[config.mk]
export PLATFORM = sky130hd
export DESIGN_NAME = mux_conf_sequencer
export DESIGN_NICKNAME = d
export VERILOG_FILES = /design/src/rtl/mux_ctrl_pkg.sv /design/src/rtl/sync_2ff.sv /design/src/rtl/mux_conf_sequencer.sv
export SDC_FILE = /design/constraint.sdc
export NUM_CORES = 1
export LEC_CHECK = 0
export ABC_AREA = 1
export CORE_MARGIN = 8
export CORE_UTILIZATION = 50
export DETAILED_ROUTE_END_ITERATION = 6
export HOLD_SLACK_MARGIN = 0.02
export MAX_ROUTING_LAYER = met4
export PLACE_DENSITY = 0.71
export REMOVE_ABC_BUFFERS = 1
export SYNTH_ARGS = -nofsm -noshare
export SYNTH_HDL_FRONTEND = slang
export SYNTH_SLANG_ARGS = --single-unit
[constraint.sdc]
create_clock -name wb_clk_i -period 4.7 [get_ports wb_clk_i]
set_clock_uncertainty 0.15 [all_clocks]
set_input_delay 1.175 -clock wb_clk_i [delete_from_list [all_inputs] [get_ports wb_clk_i]]
set_output_delay 1.175 -clock wb_clk_i [all_outputs]
set_load 0.005 [all_outputs]
[src/rtl/mux_ctrl_pkg.sv]
`default_nettype none
// ============================================================================
// Module      : mux_ctrl_pkg
// Description : Shared definitions for the design-mux configuration
//               sequencer: handover FSM state encoding, default slot
//               geometry and the range-masked selection decode helper.
// Revision    : 1.0 - initial release
// ============================================================================
package mux_ctrl_pkg;

    // Default selection field width and number of design slots.
    localparam int MUX_SEL_W       = 4;
    localparam int MUX_NUM_DESIGNS = 8;

    // Handover FSM states.
    typedef enum logic [1:0] {
        ST_IDLE   = 2'd0,
        ST_PRE    = 2'd1,
        ST_SWITCH = 2'd2,
        ST_POST   = 2'd3
    } mux_state_t;

    // One bit of the one-hot decode of a selection. Selections at or beyond
    // num_slots address "no design" and therefore never hit any slot, so a
    // loop over all slots yields a range-masked one-hot vector.
    function automatic logic sel_hits_slot(
        input logic [31:0] sel,
        input int          slot,
        input int          num_slots
    );
        return (sel < 32'(num_slots)) && (sel == 32'(slot));
    endfunction

endpackage : mux_ctrl_pkg
`default_nettype wire

[src/rtl/sync_2ff.sv]
`default_nettype none
// ============================================================================
// Module      : sync_2ff
// Description : Two-flop synchroniser for a group of level signals with a
//               programmable asynchronous reset value.
// Ports       : clk_i  - destination clock
//               rst_i  - asynchronous active-high reset
//               d_i    - asynchronous input bus
//               q_o    - synchronised output bus (2 cycles of latency)
// Revision    : 1.0 - initial release
// ============================================================================
module sync_2ff #(
    parameter int               WIDTH   = 1,
    parameter logic [WIDTH-1:0] RST_VAL = '0
) (
    input  logic             clk_i,
    input  logic             rst_i,
    input  logic [WIDTH-1:0] d_i,
    output logic [WIDTH-1:0] q_o
);

    logic [WIDTH-1:0] meta_q;
    logic [WIDTH-1:0] sync_q;

    always_ff @(posedge clk_i or posedge rst_i) begin
        if (rst_i) begin
            meta_q <= RST_VAL;
            sync_q <= RST_VAL;
        end else begin
            meta_q <= d_i;
            sync_q <= meta_q;
        end
    end

    assign q_o = sync_q;

endmodule : sync_2ff
`default_nettype wire

[src/rtl/mux_conf_sequencer.sv]
`default_nettype none
// ============================================================================
// Module      : mux_conf_sequencer
// Description : Captures design selections from an asynchronous LA strobe
//               and switches the design mux with a reset-isolated handover.
//               Manual, auto-sequenced and system resets are merged into a
//               registered per-design reset vector.
// Ports       : wb_clk_i         - block clock
//               wb_rst_i         - asynchronous active-high reset
//               i_conf_clk       - LA configuration strobe (asynchronous)
//               i_sel            - requested selection, taken on strobe edge
//               i_design_reset   - manual per-design reset (asynchronous)
//               i_auto_reset_enb - 0 enables the sequenced handover
//               i_sys_reset_enb  - 0 lets wb_rst_i reset the designs
//               o_mux_sel        - registered mux selection
//               o_design_rst     - registered per-design reset, active-high
//               o_busy           - handover in progress
//               o_sel_done       - one-cycle pulse when a request completes
// Revision    : 1.0 - initial release
// ============================================================================
module mux_conf_sequencer
    import mux_ctrl_pkg::*;
#(
    parameter int NUM_DESIGNS = MUX_NUM_DESIGNS,
    parameter int SEL_W       = MUX_SEL_W,
    parameter int DEFAULT_SEL = 0,
    parameter int PRE_CYCLES  = 4,
    parameter int POST_CYCLES = 8
) (
    input  logic                   wb_clk_i,
    input  logic                   wb_rst_i,
    input  logic                   i_conf_clk,
    input  logic [SEL_W-1:0]       i_sel,
    input  logic [NUM_DESIGNS-1:0] i_design_reset,
    input  logic                   i_auto_reset_enb,
    input  logic                   i_sys_reset_enb,
    output logic [SEL_W-1:0]       o_mux_sel,
    output logic [NUM_DESIGNS-1:0] o_design_rst,
    output logic                   o_busy,
    output logic                   o_sel_done
);

    // Counter sized for the longer of the two hold phases (min 1 bit).
    localparam int c_cnt_max = (PRE_CYCLES > POST_CYCLES) ? PRE_CYCLES : POST_CYCLES;
    localparam int c_cnt_w   = (c_cnt_max > 1) ? $clog2(c_cnt_max) : 1;

    localparam logic [SEL_W-1:0]   c_default_sel = SEL_W'(DEFAULT_SEL);
    localparam logic [c_cnt_w-1:0] c_pre_load    = c_cnt_w'(PRE_CYCLES - 1);
    localparam logic [c_cnt_w-1:0] c_post_load   = c_cnt_w'(POST_CYCLES - 1);

    // ------------------------------------------------------------------
    // Input synchronisation
    // ------------------------------------------------------------------
    logic                   w_strobe_s;
    logic                   strobe_prev_q;
    logic                   w_strobe_edge;
    logic [SEL_W-1:0]       w_sel_s;
    logic [NUM_DESIGNS-1:0] w_design_reset_s;
    logic [1:0]             w_enb_s;
    logic                   w_auto_reset_enb_s;
    logic                   w_sys_reset_enb_s;

    // Strobe flops reset high so a strobe already high at reset release
    // is not mistaken for a fresh rising edge.
    sync_2ff #(
        .WIDTH   (1),
        .RST_VAL (1'b1)
    ) u_sync_strobe (
        .clk_i (wb_clk_i),
        .rst_i (wb_rst_i),
        .d_i   (i_conf_clk),
        .q_o   (w_strobe_s)
    );

    sync_2ff #(
        .WIDTH   (SEL_W),
        .RST_VAL (c_default_sel)
    ) u_sync_sel (
        .clk_i (wb_clk_i),
        .rst_i (wb_rst_i),
        .d_i   (i_sel),
        .q_o   (w_sel_s)
    );

    sync_2ff #(
        .WIDTH   (NUM_DESIGNS),
        .RST_VAL ('0)
    ) u_sync_design_reset (
        .clk_i (wb_clk_i),
        .rst_i (wb_rst_i),
        .d_i   (i_design_reset),
        .q_o   (w_design_reset_s)
    );

    // Both enables reset to "disabled" until real values have been sampled.
    sync_2ff #(
        .WIDTH   (2),
        .RST_VAL (2'b11)
    ) u_sync_enables (
        .clk_i (wb_clk_i),
        .rst_i (wb_rst_i),
        .d_i   ({i_auto_reset_enb, i_sys_reset_enb}),
        .q_o   (w_enb_s)
    );

    assign w_auto_reset_enb_s = w_enb_s[1];
    assign w_sys_reset_enb_s  = w_enb_s[0];

    always_ff @(posedge wb_clk_i or posedge wb_rst_i) begin
        if (wb_rst_i) begin
            strobe_prev_q <= 1'b1;
        end else begin
            strobe_prev_q <= w_strobe_s;
        end
    end

    assign w_strobe_edge = w_strobe_s & ~strobe_prev_q;

    // ------------------------------------------------------------------
    // Handover FSM and datapath
    // ------------------------------------------------------------------
    mux_state_t             state_q,      state_d;
    logic [c_cnt_w-1:0]     cnt_q,        cnt_d;
    logic [SEL_W-1:0]       pend_sel_q,   pend_sel_d;
    logic                   pend_valid_q, pend_valid_d;
    logic [SEL_W-1:0]       old_sel_q,    old_sel_d;
    logic [SEL_W-1:0]       new_sel_q,    new_sel_d;
    logic [SEL_W-1:0]       mux_sel_q,    mux_sel_d;
    logic                   sel_done_q,   sel_done_d;
    logic [NUM_DESIGNS-1:0] design_rst_q, design_rst_d;

    logic [NUM_DESIGNS-1:0] w_old_hot;
    logic [NUM_DESIGNS-1:0] w_new_hot;
    logic [NUM_DESIGNS-1:0] w_auto_rst;
    logic                   w_busy;

    // State register
    always_ff @(posedge wb_clk_i or posedge wb_rst_i) begin
        if (wb_rst_i) begin
            state_q <= ST_IDLE;
        end else begin
            state_q <= state_d;
        end
    end

    // Next-state and datapath update
    always_comb begin
        state_d      = state_q;
        cnt_d        = cnt_q;
        pend_sel_d   = pend_sel_q;
        pend_valid_d = pend_valid_q;
        old_sel_d    = old_sel_q;
        new_sel_d    = new_sel_q;
        mux_sel_d    = mux_sel_q;
        sel_done_d   = 1'b0;

        case (state_q)
            ST_IDLE: begin
                if (pend_valid_q) begin
                    pend_valid_d = 1'b0;
                    if (pend_sel_q == mux_sel_q) begin
                        sel_done_d = 1'b1;
                    end else if (w_auto_reset_enb_s) begin
                        // Auto-reset disabled: switch immediately.
                        mux_sel_d  = pend_sel_q;
                        sel_done_d = 1'b1;
                    end else begin
                        state_d   = ST_PRE;
                        cnt_d     = c_pre_load;
                        old_sel_d = mux_sel_q;
                        new_sel_d = pend_sel_q;
                    end
                end
            end
            ST_PRE: begin
                if (cnt_q == '0) begin
                    state_d = ST_SWITCH;
                end else begin
                    cnt_d = cnt_q - c_cnt_w'(1);
                end
            end
            ST_SWITCH: begin
                mux_sel_d = new_sel_q;
                cnt_d     = c_post_load;
                state_d   = ST_POST;
            end
            ST_POST: begin
                if (cnt_q == '0) begin
                    state_d    = ST_IDLE;
                    sel_done_d = 1'b1;
                end else begin
                    cnt_d = cnt_q - c_cnt_w'(1);
                end
            end
            default: begin
                state_d = ST_IDLE;
            end
        endcase

        // A new strobe always wins over consumption of the previous one,
        // giving a one-deep, newest-wins request slot.
        if (w_strobe_edge) begin
            pend_sel_d   = w_sel_s;
            pend_valid_d = 1'b1;
        end
    end

    // FSM outputs: busy flag and auto-reset contribution
    always_comb begin
        w_old_hot  = '0;
        w_new_hot  = '0;
        w_auto_rst = '0;
        for (int i = 0; i < NUM_DESIGNS; i++) begin
            w_old_hot[i] = sel_hits_slot(32'(old_sel_q), i, NUM_DESIGNS);
            w_new_hot[i] = sel_hits_slot(32'(new_sel_q), i, NUM_DESIGNS);
        end
        case (state_q)
            ST_PRE:              w_auto_rst = w_old_hot | w_new_hot;
            ST_SWITCH, ST_POST:  w_auto_rst = w_new_hot;
            default:             w_auto_rst = '0;
        endcase
        w_busy = (state_q != ST_IDLE);
    end

    // The wb_rst_i term only matters while reset is asserted, where the
    // asynchronous reset value of all ones already covers it.
    assign design_rst_d = w_design_reset_s
                        | w_auto_rst
                        | {NUM_DESIGNS{~w_sys_reset_enb_s & wb_rst_i}};

    always_ff @(posedge wb_clk_i or posedge wb_rst_i) begin
        if (wb_rst_i) begin
            cnt_q        <= '0;
            pend_sel_q   <= c_default_sel;
            pend_valid_q <= 1'b0;
            old_sel_q    <= c_default_sel;
            new_sel_q    <= c_default_sel;
            mux_sel_q    <= c_default_sel;
            sel_done_q   <= 1'b0;
            design_rst_q <= '1;
        end else begin
            cnt_q        <= cnt_d;
            pend_sel_q   <= pend_sel_d;
            pend_valid_q <= pend_valid_d;
            old_sel_q    <= old_sel_d;
            new_sel_q    <= new_sel_d;
            mux_sel_q    <= mux_sel_d;
            sel_done_q   <= sel_done_d;
            design_rst_q <= design_rst_d;
        end
    end

    assign o_mux_sel    = mux_sel_q;
    assign o_design_rst = design_rst_q;
    assign o_busy       = w_busy;
    assign o_sel_done   = sel_done_q;

endmodule : mux_conf_sequencer
`default_nettype wire

* Yosys cells after proc, flatten, opt, wreduce, memory -nomap -nowiden *
Index checks and enable logic that the tools add are counted.
Widths: inputs -> output; s select.

word-level totals
  register bits = 62
  input port bits = 17
  output and inout port bits = 14
  logic and storage cells = 107

operators by class
  $add $sub $neg = 1
  $lt $le $gt $ge = 2
  eq/ne operators = 25
  multiplexer cells = 23
  bitwise operators = 9
  reductions and logical operators = 29

operator list
  cell                number
  $eq 4x3->1 const B  8
  $or 8x8->8          3
  $eq 4x2->1 const B  4
  $logic_and 1x1->1   16
  $pmux 8 s2          1
  $mux 3              4
  $mux 4              3
  $ne 2x2->1 const B  6
  $reduce_and 4->1    3
  $mux 2              5
  $pmux 3 s3          1
  $eq 4x1->1 const B  2
  $logic_not 4->1     2
  $lt 4x4->1 const B  2
  $pmux 2 s4          1
  $pmux 4 s2          1
  $mux 1              6
  $reduce_bool 2->1   3
  $reduce_and 5->1    1
  $eq 2x2->1 const B  2
  $eq 4x4->1          1
  $not 1->1           4
  $reduce_or 2->1     2
  $logic_not 3->1     1
  6 further kinds     7

* Longest topological paths before layout *
  depth in word-level cells = 6
  depth in mapped cells = 9
  depth with buffers taken out = 9

* By module *
A second synthesis with hierarchy kept.

second synthesis, totals
  cells, all modules = 252
  area total of the unflattened synthesis = 2556.2 sq um

by module, submodules not included
  module                          instances  cells an instance  area an instance (sq um)  sequential area each (sq um)
  mux_conf_sequencer              1          218                1783.0                    812.0
  sync_2ff (u_sync_design_reset)  1          17                 404.1                     400.4
  sync_2ff (u_sync_sel)           1          9                  203.9                     200.2
  sync_2ff (u_sync_enables)       1          5                  108.9                     105.1
  sync_2ff (u_sync_strobe)        1          3                  56.3                      52.6

* Worst setup path before layout *
OpenSTA, ideal clock, no wires.

  path type = input to register
  from = input wb_rst_i
  to = register design_rst_q[2], in the netlist o_design_rst[2]
  library setup time = 0.088 ns
  data arrival time = 3.045 ns
  setup slack = 1.417 ns
  cell stages on the path = 4
  path buffers = 1
  cell sequence = inv_1 -> or2_2 -> buf_1 -> nand3b_1

between the ends
  cells in the longest elaborated chain, start to end = 2

RTL lines
  item                  RTL line                   source
  start, declared       mux_conf_sequencer.sv:31   input logic wb_rst_i,
  $and 1x1->1           mux_conf_sequencer.sv:229  | {NUM_DESIGNS{~w_sys_reset_enb_s & wb_rst_i}};
  $or 8x8->8            mux_conf_sequencer.sv:229
  via design_rst_d[2]   mux_conf_sequencer.sv:130  logic [NUM_DESIGNS-1:0] design_rst_q, design_rst_d;
  end signal, assigned  mux_conf_sequencer.sv:249  design_rst_q <= design_rst_d;
  end, declared         mux_conf_sequencer.sv:130

The timed path passes the listed nets, and every way through them passes these cells.
A chain may end at the register's enable or synchronous reset.

* Final worst setup path *
  from = register state_q[0]
  to = output o_busy

between the ends
  cells in the longest elaborated chain, start to end = 1

RTL lines
  item                    RTL line                   source
  start, declared         mux_conf_sequencer.sv:122  mux_state_t state_q, state_d;
  start signal, assigned  mux_conf_sequencer.sv:142  state_q <= state_d;
  $reduce_bool 2->1       mux_conf_sequencer.sv:222  w_busy = (state_q != ST_IDLE);
  end, declared           mux_conf_sequencer.sv:39   output logic o_busy,

Every way passes these cells.

==> impl_metrics.tcl <==
set metrics [dict create \
    status "completed" \
    start_util_pct 51.0 \
    synth_area_um2 2570 \
    critPathMaxStageDelay_ns 0.51 \
    required_ns 3.38 \
    grtUsageMet1_pct 16.2 \
    cts-root-buf "clkbuf_8" \
    core_area_um2 5040 \
    antenna_left 0 \
    seq_area_frac_synth_pct 61.0 \
    track_usage_pct 13.8 \
    path_class "register to primary output" \
    grtUsageMet3_pct 3.38 \
    final_layout_size_suffix_gt1_share_pct 20.7 \
    hold_violations 0 \
    maxCapViolCount 0 \
    ir_worst_vdd_v 0.000362 \
    die_y_um 87.7 \
    p_comb_share_pct 35.2 \
    vias 1783 \
    endpoint_kind "primary output" \
    grt_pass1_vias 1776 \
    crit_path_start_kind "register" \
    cpMaxStageDelayCell "clkdlybuf4s50_1" \
    path_delay_family "buffers and inverters" \
    switching_power_uw 703 \
    worstHoldPathType "register to register" \
    diodes 0 \
    io_pins 31 \
    synthCells 248 \
    dr.first_iter.drc_count 142 \
    p_leak_uw 0.00147 \
    worstMarginPinSlew_ns 0.729 \
    drt_pre_antenna_iters 4 \
    fin_tns_setup_ns 0 \
    layout_worst_path_cycle_share_pct 66.2 \
    internal_power_uw 1260 \
    dpl.hpwl_mm 3.30 \
    clock_latency_ns 0.33 \
    rows 26 \
    cts_setup_buffers 0 \
    critPathBufInv 3 \
    cts_made_buffers 9 \
    io_buffers 30 \
    fillers 405 \
    postCtsHoldBufs 0 \
    routabilityCongestion 0.771 \
    drv_slew 0 \
    syn_area_per_cell_um2 10.4 \
    clk_pin_slew_ns 0.07 \
    grt.met2_usage_pct 21.1 \
    vias_per_cell 4.95 \
    arrival_ns 1.79 \
    setup_violations 0 \
    maxSlewHeadroom_pct 51.4 \
    cts.sinks 62 \
    rsz0062_at_grt "false" \
    p_clk_share_pct 26.9 \
    ys_ff_latch 62 \
    overflow 0 \
    crit_chain "inv_1, ha_1, inv_2, clkdlybuf4s50_1" \
    max_freq_ghz 0.322 \
    grt_pass1_wl_mm 7.87 \
    area_growth_pct 22.7 \
    clock_tree.htree_level_count 3 \
    wl_per_cell_um 12.8 \
    utilization_pct 62.6 \
    p_sw_share_pct 35.9 \
    power_density_nw_per_um2 620 \
    drt_wl_total_mm 4.62 \
    drc 0 \
    grt_busiest_layer "met2" \
    cts_max_path_buffers 2 \
    grt_max_degree 63 \
    antenna_found_initial 0 \
    worstPathMaxFanout 6 \
    dieArea_um2 7700 \
    synthDistinctLibCells 29 \
    yosys_warnings 0 \
    fp.dieW_um 87.7 \
    cts_tree "done" \
    nets 309 \
    power.share.sequential_pct 37.9 \
    cts_resized 0 \
    period_needed_ns 3.11 \
    r2r_slack_ns 2.80 \
]
## power by group through the flow
stage | registers [uW] | logic (uW) | clock network [uW]
2_1_floorplan | 733 | 496 | 0
3_3_place_gp | 746 | 677 | 0
3_5_place_dp | 752 | 687 | 0
4_1_cts | 743 | 694 | 541
5_1_grt | 760 | 783 | 564
6_report | 742 | 689 | 527
## synth_stat cells (all sizes together)
| master | number | area, um^2 |
|---|---|---|
| clkinv | 1 | 3.75 |
| o22ai | 8 | 50.1 |
| nand3b | 6 | 45.0 |
| buf | 4 | 40.0 |
| inv | 26 | 97.6 |
| clkbuf | 1 | 3.75 |
| o21ai | 12 | 90.1 |
| dfrtp | 47 | 1180 |
| o211ai | 1 | 7.51 |
| a21oi | 9 | 48.8 |
| nand4 | 9 | 56.3 |
| dfstp | 15 | 394 |
| ha | 7 | 87.6 |
| nand2 | 69 | 277 |
| nand3 | 14 | 92.6 |
| nor2 | 16 | 82.6 |
| xor2 | 1 | 8.76 |
| or2 | 2 | 12.5 |
## metal layers
metal  vias to the layer above  part of all wire (%)
li1                        884                     -
met1                       853                    45
met2                        39                    49
met3                         7                   4.3
met4                         0                   1.4
met5                         -                     0
## path summary, 6_finish.rpt
path / startpoint / endpoint / depth (start not counted)
worst max-delay path: state_q[0] / o_busy / 4
worst min-delay path: u_sync_design_reset.meta_q[5] / u_sync_design_reset.q_o[5] / 0
worst max register to register: state_q[0] / o_mux_sel[1] / 6
worst min register to register: u_sync_design_reset.meta_q[5] / u_sync_design_reset.q_o[5] / 0
max in group asynchronous: wb_rst_i / pend_valid_q / 3
min in group asynchronous: wb_rst_i / u_sync_design_reset.meta_q[3] / 3
## kinds of logic (layout without fill, tap and decap cells)
| family | Yosys count | in the layout | share of synthesized area, % |
|---|---|---|---|
| buf+inv | 32 | 74 | 5.64 |
| flops | 62 | 62 | 61.0 |
| compound gates | 30 | 30 | 7.63 |
| fa+ha+maj | 7 | 7 | 3.40 |
| simple gates | 116 | 116 | 22.0 |
| xor+xnor | 1 | 1 | 0.340 |
## metrics by stage
stage | hold slack (ns) | instances | cell area (um^2) | worst slack, ns | power (uW)
after detailed placement | 0.185 | 344 | 2930 | 1.95 | 1440
after floorplan | 0.181 | 243 | 2530 | 1.56 | 1230
after global placement | 0.181 | 344 | 2930 | 1.99 | 1420
final | 0.200 | 360 | 3160 | 1.59 | 1960
after global routing | 0.211 | 360 | 3160 | 1.50 | 2110
after CTS | 0.201 | 360 | 3160 | 1.57 | 1980
## cell type report
| class | count | area (um^2) | share of cell area, % |
|---|---|---|---|
| Sequential cell | 62 | 1570 | 49.7 |
| Multi-Input combinational cell | 154 | 858 | 27.2 |
| Inverter | 27 | 101 | 3.21 |
| Clock inverter | 5 | 81.3 | 2.58 |
| Tap cell | 70 | 87.6 | 2.77 |
| Clock buffer | 11 | 151 | 4.79 |
| Timing Repair Buffer | 31 | 308 | 9.75 |
## layout by cell type, fill, tap and decap left out
cell              n
clkinvlp_4        1
nand2_2           4
o211ai_1          1
nand4_1           9
clkinv_4          1
nand3_4           1
nand3b_1          6
ha_1              7
clkbuf_8         11
a21oi_2           1
inv_1            20
clkinv_1          1
inv_2             6
a21oi_1           8
xor2_1            1
clkdlybuf4s50_1  30
dfstp_2          15
nor2_1           13
nand3_1          11
bufinv_16         2
buf_4             1
nor2_4            3
clkinv_2          1
dfrtp_1          47
o21ai_0           4
o21ai_2           8
o22ai_1           8
or2_2             2
nand2_4           1
nand3_2           2
nand2_1          64
Note: power is estimated with default switching activity, not from simulation.
